`src/rtl/instr_decode_stage.sv`:
```
// instr_decode_stage: registered decode stage with 2-entry skid buffering, flush and decode counter.
// Define ILLEGAL_OP_TRAP_EN to drop words with op > MAX_OP and pulse illegal instead.
module instr_decode_stage #(
  parameter int OP_W   = 5,
  parameter int MODE_W = 2,
  parameter int REG_W  = 5,
  parameter int LIT_W  = 32,
  parameter logic [OP_W-1:0] BR_LO  = 5'h10,
  parameter logic [OP_W-1:0] BR_HI  = 5'h12,
  parameter logic [OP_W-1:0] ST_OP  = 5'h02,
  parameter logic [OP_W-1:0] MAX_OP = 5'h12,
  parameter int CNT_W  = 16,
  localparam int INSTR_W = OP_W + MODE_W + 2 * REG_W + LIT_W
) (
  input  logic               clk,
  input  logic               rst_n,
  input  logic               flush,
  input  logic [INSTR_W-1:0] in_instr,
  input  logic               in_valid,
  output logic               in_ready,
  output logic               out_valid,
  input  logic               out_ready,
  output logic [OP_W-1:0]    op,
  output logic [MODE_W-1:0]  mode,
  output logic [REG_W-1:0]   src,
  output logic [REG_W-1:0]   dst,
  output logic [LIT_W-1:0]   litsrc,
  output logic               branch,
  output logic               store,
  output logic [CNT_W-1:0]   dec_count,
  output logic               illegal
);
`ifdef ILLEGAL_OP_TRAP_EN
  localparam bit TRAP = 1'b1;
`else
  localparam bit TRAP = 1'b0;
`endif
  logic               out_valid_q, out_valid_d, skid_valid_q, skid_valid_d;
  logic [INSTR_W-1:0] out_q, out_d, skid_q, skid_d, nxt;
  logic               branch_q, branch_d, store_q, store_d, ill_q, ill_d;
  logic [CNT_W-1:0]   dec_q, dec_d;
  logic               accept, bad, take, hs, load, ld_new;
  logic [OP_W-1:0]    in_op, nxt_op;
  assign in_ready  = !skid_valid_q;
  assign out_valid = out_valid_q;
  assign {op, mode, src, dst, litsrc} = out_q;
  assign branch    = branch_q;
  assign store     = store_q;
  assign dec_count = dec_q;
  assign illegal   = ill_q;
  // The skid entry, when present, always has priority over the input when the output reg frees up.
  always_comb begin
    accept       = in_valid && in_ready;
    in_op        = in_instr[INSTR_W-1 -: OP_W];
    bad          = TRAP && (in_op > MAX_OP);
    take         = accept && !bad;
    hs           = out_valid_q && out_ready;
    load         = !out_valid_q || out_ready;
    nxt          = skid_valid_q ? skid_q : in_instr;
    nxt_op       = nxt[INSTR_W-1 -: OP_W];
    ld_new       = load && (skid_valid_q || take);
    out_valid_d  = !flush && (load ? (skid_valid_q || take) : 1'b1);
    skid_valid_d = !flush && !load && (skid_valid_q || take);
    skid_d       = (!load && take) ? in_instr : skid_q;
    out_d        = ld_new ? nxt : out_q;
    branch_d     = ld_new ? (nxt_op >= BR_LO && nxt_op <= BR_HI) : branch_q;
    store_d      = ld_new ? (nxt_op == ST_OP) : store_q;
    dec_d        = dec_q + CNT_W'(hs);
    ill_d        = accept && bad && !flush;
  end
  always_ff @(posedge clk or negedge rst_n) begin
    if (!rst_n) begin
      out_valid_q  <= 1'b0;
      skid_valid_q <= 1'b0;
      out_q        <= '0;
      skid_q       <= '0;
      branch_q     <= 1'b0;
      store_q      <= 1'b0;
      dec_q        <= '0;
      ill_q        <= 1'b0;
    end else begin
      out_valid_q  <= out_valid_d;
      skid_valid_q <= skid_valid_d;
      out_q        <= out_d;
      skid_q       <= skid_d;
      branch_q     <= branch_d;
      store_q      <= store_d;
      dec_q        <= dec_d;
      ill_q        <= ill_d;
    end
  end
endmodule

```
`config.mk`:
```
export PLATFORM = sky130hd
export DESIGN_NAME = instr_decode_stage
export DESIGN_NICKNAME = d
export VERILOG_FILES = /design/src/rtl/instr_decode_stage.sv
export SDC_FILE = /design/constraint.sdc
export NUM_CORES = 1
export LEC_CHECK = 0
export ABC_CLOCK_PERIOD_IN_PS = 2080
export CORE_ASPECT_RATIO = 0.6
export CORE_MARGIN = 2
export CORE_UTILIZATION = 32
export CTS_CLUSTER_DIAMETER = 80
export CTS_CLUSTER_SIZE = 12
export DETAILED_ROUTE_END_ITERATION = 10
export GPL_ROUTABILITY_DRIVEN = 0
export PLACE_DENSITY_LB_ADDON = 0.05
export SYNTH_ARGS = -nofsm -noshare
export SYNTH_HDL_FRONTEND = slang
export SYNTH_SLANG_ARGS = --single-unit
```
`constraint.sdc`:
```
create_clock -name clk -period 2.08 [get_ports clk]
set_clock_uncertainty 0.05 [all_clocks]
set_input_delay 0.624 -clock clk [delete_from_list [all_inputs] [get_ports clk]]
set_output_delay 0.624 -clock clk [all_outputs]
set_load 0.02 [all_outputs]
```
==> metrics, run 1 <==
synthesized area per cell 12.5 um^2; DRC 0; first-pass GRT wire length 19.1 mm; CP max stage cell clkdlybuf4s50_1; Clk Latency, worst-skew pair 0.40 ns; Yosys warning total 0; placed cell count 725; share of the yosys chip area belonging to registers 59.3%; cells after synthesis 399; Synth top area share 59.3%; area of the core 15300 um^2; H-Tree Level Count 4; Min Hold Slack 0.427 ns; Final Setup Violations 0; syn_nets 456; Setup crit end kind output port; Starting Density 32.6%; drt initial violations 140; slowest stage delay, CP 0.62 ns; Worst Path Max Fanout 2; R2R cell count 8; reg-to-reg slack, setup 0.33 ns; Startpoint Class flip-flop; worst-case clock buffer depth 2; status finished, final reports clean; # IOs 124; Final Hold Fails 0; RSZ-0062 raised after global routing false; Period minus WS final 2.04 ns; Pwr per Cell Area 986 nW/um^2; worst hold path endpoint out_q[0]; DR WL/cell 15.4 um; fin cells 758; cell with the most instances after synthesis dfrtp_1; CP startpoint out_q[35]; Detailed Route WL 11.6 mm; Top delay family on crit path buffers and inverters; Routed Antenna Nets 0; Syn Std Cell Area 4980 um^2; largest net degree at the start of global routing 65; DP Worst Slack -0.367 ns; first-pass iteration count of the detailed router 4; busiest grt layer met2; via/cell ratio 4.52; worst setup margin 0.0426 ns; Worst R2R End dec_count[12]; GR Util All Layers 15.1%; final period utilization 98.0%; die area 16600 um^2; CTS clk-pin slew, worst paths 0.05 ns; total of max-cap violations 0; Worst Path Buf+Inv 1; synth unique cells 34; CP Data Arrival Time 1.36 ns; number of inserted diodes 0; vias in the first global route 3655; TritonCTS Sinks 118; Synth-to-Final Area Change 45.8%; Leak Pwr 0.00339 uW; max frequency 491 MHz; fraction of layout instances using a drive strength above 1 19.1%; Critical R2R Launch out_valid; Area contributors post-synth dfrtp_1, mux2i_1, mux2_2; maximum vdd ir drop 439 uV; asr flop ratio synth 100%; grt met3 use 4.81%; Slew Limit Fails 0; min-delay src out_q[0]; GR Layer Usage met2 22.4%; CP Cell Sequence clkdlybuf4s50_1; initial antenna violation count 0; Yosys top cell by area dfrtp_1; TritonCTS clock tree done; Root Driver clkbuf_16; worst hold path class flip-flop to flip-flop; NumNets Final 599; Final HPWL DP 7.83 mm; ys flop type dfrtp_1; Worst EP required 1.41 ns; FP Rows 35; met1 Track Usage GR 21.0%; Pwr Total 7150 uW; I/O Buffers 122; hold path cells 2; FILL cells 1392; number of synthesized flops with an enable pin 0; critical setup path kind flip-flop to output port; DR vias 3424; Die Span X 165 um; Synth Register Bits 118; cts bufs inserted 17; synth cell count leaders dfrtp_1, nand2_1, o21ai_0; grt ovf 0; Die Ht 101 um
-- layer usage --
| metal | part of all wire, % | vias up |
|---|---|---|
| li1 | - | 1670 |
| met2 | 43 | 77 |
| met5 | 0 | - |
| met4 | 0.96 | 0 |
| met1 | 51 | 1667 |
| met3 | 5.2 | 10 |
-- through the flow --
stage / utilization [%] / TNS [ns] / instance area, um^2
detailed placement: 43.2 / -16.10 / 6610
global placement: 43.2 / -15.40 / 6610
floorplan: - / 0 / 4980
global route: 47.5 / 0 / 7260
finish: 47.5 / 0 / 7260
CTS: 47.0 / 0 / 7180
-- power by group --
group	leakage (uW)	total [uW]	switching [uW]	internal [uW]
registers	0.00145	2960	260	2700
clock network	0.000294	2970	1050	1920
logic	0.00165	1220	589	634
-- state kept, by name, indices dropped and copies added (netlist names) --
register and cells:
out_q 49, skid_q 49, dec_count 16, branch 1, out_valid 1, skid_valid_q 1
store 1
-- cells by family after synthesis --
| logic type | Yosys count | share of synthesized area [%] |
|---|---|---|
| xor+xnor | 14 | 2.46 |
| fa+ha+maj | 3 | 0.754 |
| compound gates | 57 | 6.01 |
| simple gates | 84 | 7.82 |
| mux | 97 | 20.7 |
| other cells | 1 | 0.0754 |
| flops | 118 | 59.3 |
| buf+inv | 25 | 2.79 |
-- worst max-delay path by stage --
stage / end / slack, ns / cells past startpoint
2_1_floorplan: dec_count[12] / 0.12 / 7
3_3_place_gp: dec_count[14] / -0.39 / 9
3_5_place_dp: dec_count[12] / -0.37 / 9
4_1_cts: op[4] / 0.002 / 1
5_1_grt: src[4] / 0.0003 / 1
6_report: dst[3] / 0.04 / 1
-- placed cells by master, fill, tap and decap left out, types with 2 or more instances in the layout --
cell             count
mux2_2              39
clkbuf_1             2
xor2_1               8
inv_1                2
clkinv_2             4
mux2_1              10
nand2_1             55
dfrtp_1            117
mux2i_1             48
clkbuf_16           17
nor4_2               2
dlymetal6s2s_1      26
nor2_1               7
clkinv_4             3
ha_2                 2
o21ai_0             49
xnor2_1              6
dlygate4sd2_1       29
nor3_1               3
buf_4               18
buf_12               7
a21oi_1              3
bufinv_16            3
clkdlybuf4s50_1     66
nand3_1              7
-- layout make-up --
class                   instances  area, um^2  area share [%]
clock buffers                  20         447            6.16
clock inverters                12         153            2.10
inverters                       2        7.51           0.103
multi-input cells             256        1910            26.4
flip-flops and latches        118        2960            40.7
well taps                     203         254            3.50
repair buffers                147        1530            21.0
-- timing repair --
action | in CTS | in global routing
hold endpoints to repair | 1 | 0
setup buffers | 0 | 0
pin swaps | 0 | 1
hold buffers | 1 | 0
gates resized for setup | 29 | 30
setup endpoints to repair | 29 | 27
No activity file was read; power rests on OpenSTA's default activity.
==> inputs of run 2 (changes only) <==
- CTS_BUF_LIST: default -> sky130_fd_sc_hd__clkbuf_8
- TNS_END_PERCENT: default -> 30
==> metrics, run 2 (synthesis gave the netlist of run 1 again) <==
status finished, final reports clean; FP Rows 35 (unchanged); Final Util 45.6% (-1.9 points); Die Ht 101 um (unchanged); max frequency 504 MHz (+2.8%); Detailed Route WL 11.6 mm (-0.36%); Sequential cell area 2960 um^2 (unchanged); DR vias 3435 (+0.32%); maximum vdd ir drop 408 uV (-7.1%); Period minus WS final 1.98 ns (-0.0548 ns); worst-case clock buffer depth 2 (unchanged); Final Hold Fails 0 (unchanged); CP Data Arrival Time 1.31 ns (-0.05 ns); grt ovf 0 (unchanged); Routed Antenna Nets 0 (unchanged); first-pass GRT wire length 18.9 mm (-0.65%); I/O Buffers 122 (unchanged); via/cell ratio 4.53 (+0.32%); fin cells 758 (unchanged); Startpoint Class flip-flop; Worst Path Max Fanout 5 (+3); cts bufs inserted 17 (unchanged); largest net degree at the start of global routing 65 (unchanged); area of the core 15300 um^2 (unchanged); TritonCTS clock tree done; placed cell count 725 (unchanged); TritonCTS Sinks 118 (unchanged); fraction of layout instances using a drive strength above 1 18.6% (-0.54 points); DRC 0 (unchanged); Design Area, Final 6960 um^2 (-4.1%); Leak Pwr 0.00315 uW (-7.1%); Synth-to-Final Area Change 39.9%; total of max-cap violations 0 (unchanged); Clk Latency, worst-skew pair 0.42 ns (+0.02 ns); Cell Area, Placed 6610 um^2 (unchanged); drt initial violations 113 (-19%); H-Tree Level Count 4 (unchanged); Root Driver clkbuf_8; Final HPWL DP 7.83 mm (unchanged); critical setup path kind flip-flop to output port; reg-to-reg slack, setup 0.33 ns (about the same); first-pass iteration count of the detailed router 4 (unchanged); Starting Density 32.6% (unchanged); final period utilization 95.3% (-2.6 points); Slew Limit Fails 0 (unchanged); most common cell after layout, fill and taps aside dfrtp_1; most frequent cells in the layout dfrtp_1, dlygate4sd2_1, nand2_1; # IOs 124 (unchanged); CTS clk-pin slew, worst paths 0.07 ns (+0.02 ns); Worst EP required 1.41 ns (about the same); worst hold path class flip-flop to flip-flop; Pwr per Cell Area 903 nW/um^2 (-8.4%); vias in the first global route 3645 (-0.27%); DP Worst Slack -0.367 ns (unchanged); GR Util All Layers 15.0% (-0.061 points); die area 16600 um^2 (unchanged); DR WL/cell 15.3 um (-0.36%); FILL cells 1419 (+1.9%); Setup crit end kind output port; area taken by multi-input logic gates 1910 um^2 (-0.39%); Die Span X 165 um (unchanged); NumNets Final 599 (unchanged); Final Setup Violations 0 (unchanged); initial antenna violation count 0 (unchanged); RSZ-0062 raised after global routing false; number of inserted diodes 0 (unchanged); worst setup margin 0.0975 ns (+0.0548 ns)
## run 2: cell types whose count changed in the layout (fill, tap and decap cells not counted), sizes merged
cell and change:
inv +2, clkdlybuf4s50 -14, dlygate4sd2 +35, dlymetal6s2s -21, clkbuf -2
## run 2: per-stage QoR
stage / hold slack [ns] / setup TNS [ns] / total power (uW)
floorplan: 0.278 / 0 / 3600
global placement: 0.383 / -15.40 / 4270
detailed placement: 0.382 / -16.10 / 4310
CTS: 0.431 / 0 / 6400
global route: 0.453 / 0 / 6660
finish: 0.428 / 0 / 6290
## run 2: path summary, 6_finish.rpt
| path | startpoint | end | cells after the start |
|---|---|---|---|
| max in group asynchronous | rst_n | skid_q[36] | 3 |
| min in group asynchronous | rst_n | out_q[2] | 2 |
| hold reg to reg | out_q[0] | out_q[0] | 2 |
| setup reg to reg | skid_valid_q | branch | 5 |
| setup / recovery | skid_valid_q | in_ready | 2 |
| hold / removal | out_q[0] | out_q[0] | 2 |
## run 2: final cells by class
class / instances / share of cell area, %
multi-input combinational: 256 / 27.4
clock buffer: 18 / 3.56
clock inverter: 14 / 2.30
tap: 203 / 3.65
sequential: 118 / 42.5
timing repair buffer: 147 / 20.5
inverter: 2 / 0.108
## run 2: layer usage
metal / vias to the layer above / routed length (um) / GRT usage (%)
met3: 10 / 667 / 4.81
met5: - / 0 / 0
li1: 1670 / - / -
met4: 0 / 111 / 4.62
met2: 81 / 5020 / 22.2
met1: 1674 / 5800 / 21.0
## run 2: what timing repair did
action / 4_1_cts / 5_1_grt
hold endpoints to repair: 1 / 0
endpoints found under the setup margin: 64 / 6
setup buffers: 0 / 0
hold buffers: 1 / 0
gates resized for setup: 64 / 6
gates cloned: 0 / 0
## run 2: power by group
part           switching [uW]  leakage (uW)  internal, uW
combinational             589       0.00148           580
sequential                256       0.00145          2700
clock                     953      0.000215          1210
## run 2: critical path, stage by stage (launching register included)
cell and delay [ns]:
dfrtp_4 0.51, inv_1 0.06, dlygate4sd2_1 0.32
==> patch 1: new RTL, config.mk and constraints of run 2 <==
Build with the macro `ILLEGAL_OP_TRAP_EN` defined.
--- a/src/rtl/instr_decode_stage.sv
+++ b/src/rtl/instr_decode_stage.sv
@@ -1,5 +1,7 @@
 // instr_decode_stage: registered decode stage with 2-entry skid buffering, flush and decode counter.
 // Define ILLEGAL_OP_TRAP_EN to drop words with op > MAX_OP and pulse illegal instead.
+`define ILLEGAL_OP_TRAP_EN
+
 module instr_decode_stage #(
   parameter int OP_W   = 5,
   parameter int MODE_W = 2,
Function: changed (a bounded check fails within 4 cycles, from zero or initial values and one cycle with rst_n low).
==> patch 1 against run 2 <==
  * Global-route usage rose by 0.87 points
  * Wire length up 6.1%
  * Power grew 3.7%
  * Count of clock-buffer cells in the layout rose by 1
  * Critical path depth increased by 6
  * Sequential cell count rose by 1
  * Design area up 3.6%
  * Combinational power increased by 13%
  * Synthesized area grew 0.20%
  * Worst hold slack worse by 0.32 ns
  * Setup slack lost 0.081 ns
  * Critical endpoint is now skid_q[40]
==> patch 1: results (changes against run 2) <==
[run_status] result of the run complete, no violations [unchanged]
[grt] global router's overall resource usage 0.159 [was 0.150]
[grt] vias in the first global route 3650 [was 3645]
[setup_path] FF-to-FF setup slack 0.20 ns [was 0.33 ns]
[pwr] P_leak 3.30 nW [was 3.15 nW]
[yosys] Synthesized Nets 461 [was 456]
[placement] setup slack at placement -0.616 ns [was -0.367 ns]
[pwr] worst vdd rail ir drop 415 uV [was 408 uV]
[placement] placed wire-length estimate 8290 um [was 7830 um]
[route] Routed met2 length 5310 um [was 5020 um]
[yosys] average instance area after synthesis 12.3 um^2 [was 12.5 um^2]
[route] Routed met3 length 721 um [was 667 um]
[placement] I/O Buffers 123 [was 122]
[yosys] post-synth cell types 31 [was 34]
[sta] worst hold-check slack 0.103 ns [was 0.428 ns]
[grt] global-route track usage on met3 0.0494 [was 0.0481]
[final_layout] FF/Latch Area 2980 um^2 [was 2960 um^2]
[setup_path] arrival time reported for the critical path endpoint 2.32 ns [was 1.31 ns]
[pwr] share of power burned in combinational logic 0.203 [was 0.186]
[cts] clock tree root buffer cell sky130_fd_sc_hd__clkbuf_8 [unchanged]
[final_layout] clock network area share 0.0566 [was 0.0586]
[grt] maximum number of pins on one net before global-route repair 37 [was 65]
[route] detailed router's first-iteration violation count 155 [was 113]
[route] Routed met1 length 6140 um [was 5800 um]
[setup_path] cell depth of the worst flop-to-flop path 7 [was 5]
[setup_path] cell at the slowest stage of the critical path sky130_fd_sc_hd__mux2_2 [was sky130_fd_sc_hd__dfrtp_4]
[setup_path] slowest stage delay, CP 0.33 ns [was 0.51 ns]
[final_layout] Multi-In Gates 261 [was 256]
[yosys] leading cell types by total area after synthesis sky130_fd_sc_hd__dfrtp_1 60%, sky130_fd_sc_hd__mux2i_1 9.6%, sky130_fd_sc_hd__mux2_2 9.0% [was sky130_fd_sc_hd__dfrtp_1 59%, sky130_fd_sc_hd__mux2i_1 9.7%, sky130_fd_sc_hd__mux2_2 8.8%]
[grt] first-pass GRT wire length 19700 um [was 18900 um]
[final_layout] area used by multi-input combinational logic 1940 um^2 [was 1910 um^2]
[final_layout] proportion of layout cells with a drive suffix above 1 0.207 [was 0.186]
[grt] antenna violations before repair 1 [was 0]
[final_layout] final cell count without fillers 779 [was 758]
[pwr] Net Sw Power 1.93 mW [was 1.80 mW]
[worst_hold_path] path class of the lowest-slack min-delay path primary input to asynchronous set/reset pin [was flop to flop]
[final_layout] Signal buffers 161 [was 147]
[setup_path] critical register-to-register path endpoint skid_q[40] [was branch]
[yosys] sequential cell area fraction in the yosys report 0.597 [was 0.593]
[yosys] Seq cells post-synth 119 [was 118]
[final_layout] Clock buffer cells 19 [was 18]
[final_layout] number of filler cells placed in the layout 1401 [was 1419]
[grt] met2 usage 0.232 [was 0.222]
[yosys] ranking of synthesized cells by instance count 119 x sky130_fd_sc_hd__dfrtp_1, 56 x sky130_fd_sc_hd__nand2_1, 49 x sky130_fd_sc_hd__o21ai_0 [was 118 x sky130_fd_sc_hd__dfrtp_1, 55 x sky130_fd_sc_hd__nand2_1, 49 x sky130_fd_sc_hd__o21ai_0]
==> patch 1: cell count changes in the layout (fill, tap and decap cells not counted), moves of 3 or more <==
cell,delta
sky130_fd_sc_hd__buf_4,+7
sky130_fd_sc_hd__clkdlybuf4s50_1,-4
sky130_fd_sc_hd__mux2_4,+4
sky130_fd_sc_hd__nor3_1,+4
sky130_fd_sc_hd__buf_16,+3
sky130_fd_sc_hd__buf_6,+3
sky130_fd_sc_hd__clkdlybuf4s15_1,+3
sky130_fd_sc_hd__nor2_1,-3
==> patch 1: kinds of logic after synthesis <==
family / share of synthesized area
multiplexers: 0.209
adder cells (fa/ha/maj): 0.00502
AO/OA/AOI/OAI: 0.0615
buffers and inverters: 0.0226
XOR/XNOR: 0.0246
flip-flops: 0.597
AND/OR/NAND/NOR: 0.0798
==> patch 1: worst max-delay path by stage <==
stage                     slack (ns)  depth (start not counted)          to    startpoint
after floorplan                 0.06                          6  skid_q[27]  in_instr[45]
after global placement         -0.61                          6  skid_q[14]  in_instr[44]
after detailed placement       -0.62                          6  skid_q[21]  in_instr[44]
after CTS                      0.002                          1   litsrc[4]      out_q[4]
after global routing          -0.004                          8  skid_q[27]  in_instr[44]
final                           0.02                          8  skid_q[40]  in_instr[44]
==> patch 1: per-stage QoR <==
step / instance area [um^2] / setup TNS (ns) / power (mW)
floorplan: 4990 / 0 / 3.76
global placement: 6690 / -44.92 / 4.51
detailed placement: 6690 / -43.67 / 4.56
CTS: 7170 / 0 / 6.62
global route: 7210 / -0.0155 / 6.91
finish: 7210 / 0 / 6.52
==> patch 1: timing repair <==
item                       4_1_cts  5_1_grt
setup endpoints to repair      115       29
pin swaps                        1        1
cloned                           3        0
setup buffers                    5        3
resized for setup               78       12
==> patch 2: new RTL, config.mk and constraints of run 2 <==
Made on the original files. Make the reset (`rst_n`) synchronous in one clocked block.
--- a/src/rtl/instr_decode_stage.sv
+++ b/src/rtl/instr_decode_stage.sv
@@ -68,7 +68,7 @@
     dec_d        = dec_q + CNT_W'(hs);
     ill_d        = accept && bad && !flush;
   end
-  always_ff @(posedge clk or negedge rst_n) begin
+  always_ff @(posedge clk) begin
     if (!rst_n) begin
       out_valid_q  <= 1'b0;
       skid_valid_q <= 1'b0;
Formal check against the unedited RTL: differs if rst_n is asserted again (counterexample within 4 cycles, from zero or initial values and one cycle with rst_n low); with rst_n held inactive, the same outputs for 10 cycles.
==> patch 2 against run 2 <==
  * Synthesized area grew 1.9%
  * Sequential cell count unchanged
  * Utilization up 0.53 points
  * Wire length rose by 12%
  * Design area up 2.0%
  * First-iteration DRC count is 110% higher
  * Power is 16% lower
  * Setup slack worse by 0.055 ns
  * Worst hold slack worse by 0.026 ns
  * Global-route usage increased by 0.94 points
  * Largest power group unchanged
==> patch 2: results (changes against run 2) <==
[run_status] result of the run complete, no violations [unchanged]
[route] first-pass iteration count of the detailed router 5 [was 4]
[setup_path] arrival time reported for the critical path endpoint 1.36 ns [was 1.31 ns]
[placement] placed wire-length estimate 8500 um [was 7830 um]
[yosys] Syn Inst Count 544 [was 399]
[setup_path] cell depth of the worst flop-to-flop path 6 [was 5]
[yosys] ranking of synthesized cells by instance count 159 x sky130_fd_sc_hd__nand2_1, 118 x sky130_fd_sc_hd__dfxtp_1, 49 x sky130_fd_sc_hd__o211a_1 [was 118 x sky130_fd_sc_hd__dfrtp_1, 55 x sky130_fd_sc_hd__nand2_1, 49 x sky130_fd_sc_hd__o21ai_0]
[setup_path] FF-to-FF setup slack 0.31 ns [was 0.33 ns]
[route] Final Routed Wirelength 13000 um [was 11600 um]
[route] detailed router's first-iteration violation count 234 [was 113]
[yosys] share of synthesized area spent on multiplexers 0.0948 [was 0.207]
[final_layout] number of filler cells placed in the layout 1504 [was 1419]
[yosys] sequential cell area fraction in the yosys report 0.466 [was 0.593]
[route] detail-routed via count per cell 4.77 [was 4.53]
[yosys] Synthesized Nets 601 [was 456]
[setup_path] worst r2r src skid_valid_q [unchanged]
[yosys] post-synth cell types 36 [was 34]
[setup_path] slowest stage delay, CP 0.61 ns [was 0.51 ns]
[yosys] leading cell types by total area after synthesis sky130_fd_sc_hd__dfxtp_1 47%, sky130_fd_sc_hd__nand2_1 12%, sky130_fd_sc_hd__o211a_1 9.7% [was sky130_fd_sc_hd__dfrtp_1 59%, sky130_fd_sc_hd__mux2i_1 9.7%, sky130_fd_sc_hd__mux2_2 8.8%]
[grt] global router's overall resource usage 0.159 [was 0.150]
[yosys] XOR/XNOR share of the synthesized area 0.0207 [was 0.0246]
[final_layout] number of nets in the finished design 720 [was 599]
[yosys] share of async-settable or async-resettable flops after synthesis 0 [was 1.00]
[final_layout] proportion of layout cells with a drive suffix above 1 0.0979 [was 0.186]
[setup_path] startpoint of the most critical setup path out_q[12] [was skid_valid_q]
[placement] DP Area 6600 um^2 [was 6610 um^2]
[grt] first-pass GRT wire length 21400 um [was 18900 um]
[setup_path] cell class contributing the biggest share of worst-path delay buffers and inverters [was flip-flops]
[setup_path] CP max FO 2 [was 5]
[yosys] Synth Area in Adders 0.00740 [was 0.00754]
[setup_path] cell at the slowest stage of the critical path sky130_fd_sc_hd__clkdlybuf4s50_1 [was sky130_fd_sc_hd__dfrtp_4]
[pwr] worst vdd rail ir drop 343 uV [was 408 uV]
==> patch 2: changes by cell type after synthesis, sizes merged, moves of 14 or more <==
cell           run 2  this run
dfrtp            118         0
dfxtp              0       118
mux2              49         0
nand2             55       159
and2               1        15
o211a              0        49
a21boi             0        50
o21ai             50         3
==> patch 2: kinds of logic (layout without fill, tap and decap cells) <==
group,after synthesis,in the layout
mux,48,48
buf+inv,46,176
fa+ha+maj,3,3
compound gates,107,107
flops,118,118
xor+xnor,12,12
other cells,1,1
simple gates,209,209
==> patch 2: area by class of cell <==
type,count,area [um^2],share of cell area
clock buffers,20,275,0.0388
repair buffers,142,1510,0.212
flip-flops and latches,118,2370,0.333
inverters,4,15.0,0.00211
multi-input cells,380,2530,0.356
well taps,203,254,0.0358
clock inverters,10,154,0.0217
==> patch 2: worst min path at each step <==
stage | start | to | slack, ns
finish | skid_q[36] | skid_q[36] | 0.40
global route | skid_q[31] | skid_q[31] | 0.42
detailed placement | skid_q[31] | skid_q[31] | 0.39
global placement | skid_q[33] | skid_q[33] | 0.39
CTS | skid_q[36] | skid_q[36] | 0.40
floorplan | skid_q[30] | skid_q[30] | 0.38
==> patch 2: routing by layer <==
| metal | up-vias | share of wire | global-route usage |
|---|---|---|---|
| met5 | - | 0 | 0 |
| met4 | 0 | 0.0061 | 0.0458 |
| met3 | 9 | 0.063 | 0.0539 |
| met2 | 96 | 0.42 | 0.244 |
| met1 | 1983 | 0.51 | 0.216 |
| li1 | 2095 | - | - |
==> patch 2: timing repair <==
action | 4_1_cts | 5_1_grt
pin swaps | 2 | 2
cloned | 0 | 0
gates resized for setup | 32 | 37
endpoints found under the setup margin | 34 | 40
hold endpoints to repair | 0 | 0
==> patch 2: through the flow <==
step / utilization / setup WS, ns
2_1_floorplan: - / 0.0825
3_3_place_gp: 0.428 / -0.471
3_5_place_dp: 0.428 / -0.539
4_1_cts: 0.453 / 0.0000702
5_1_grt: 0.461 / -0.0411
6_report: 0.461 / 0.0422
==> patch 2: where the power goes <==
group          total [mW]  leakage [nW]  switching (mW)  internal, mW
Sequential           2.39         0.965          0.0464          2.35
Combinational       0.616          2.35           0.302         0.314
Clock                2.29         0.218           0.908          1.38
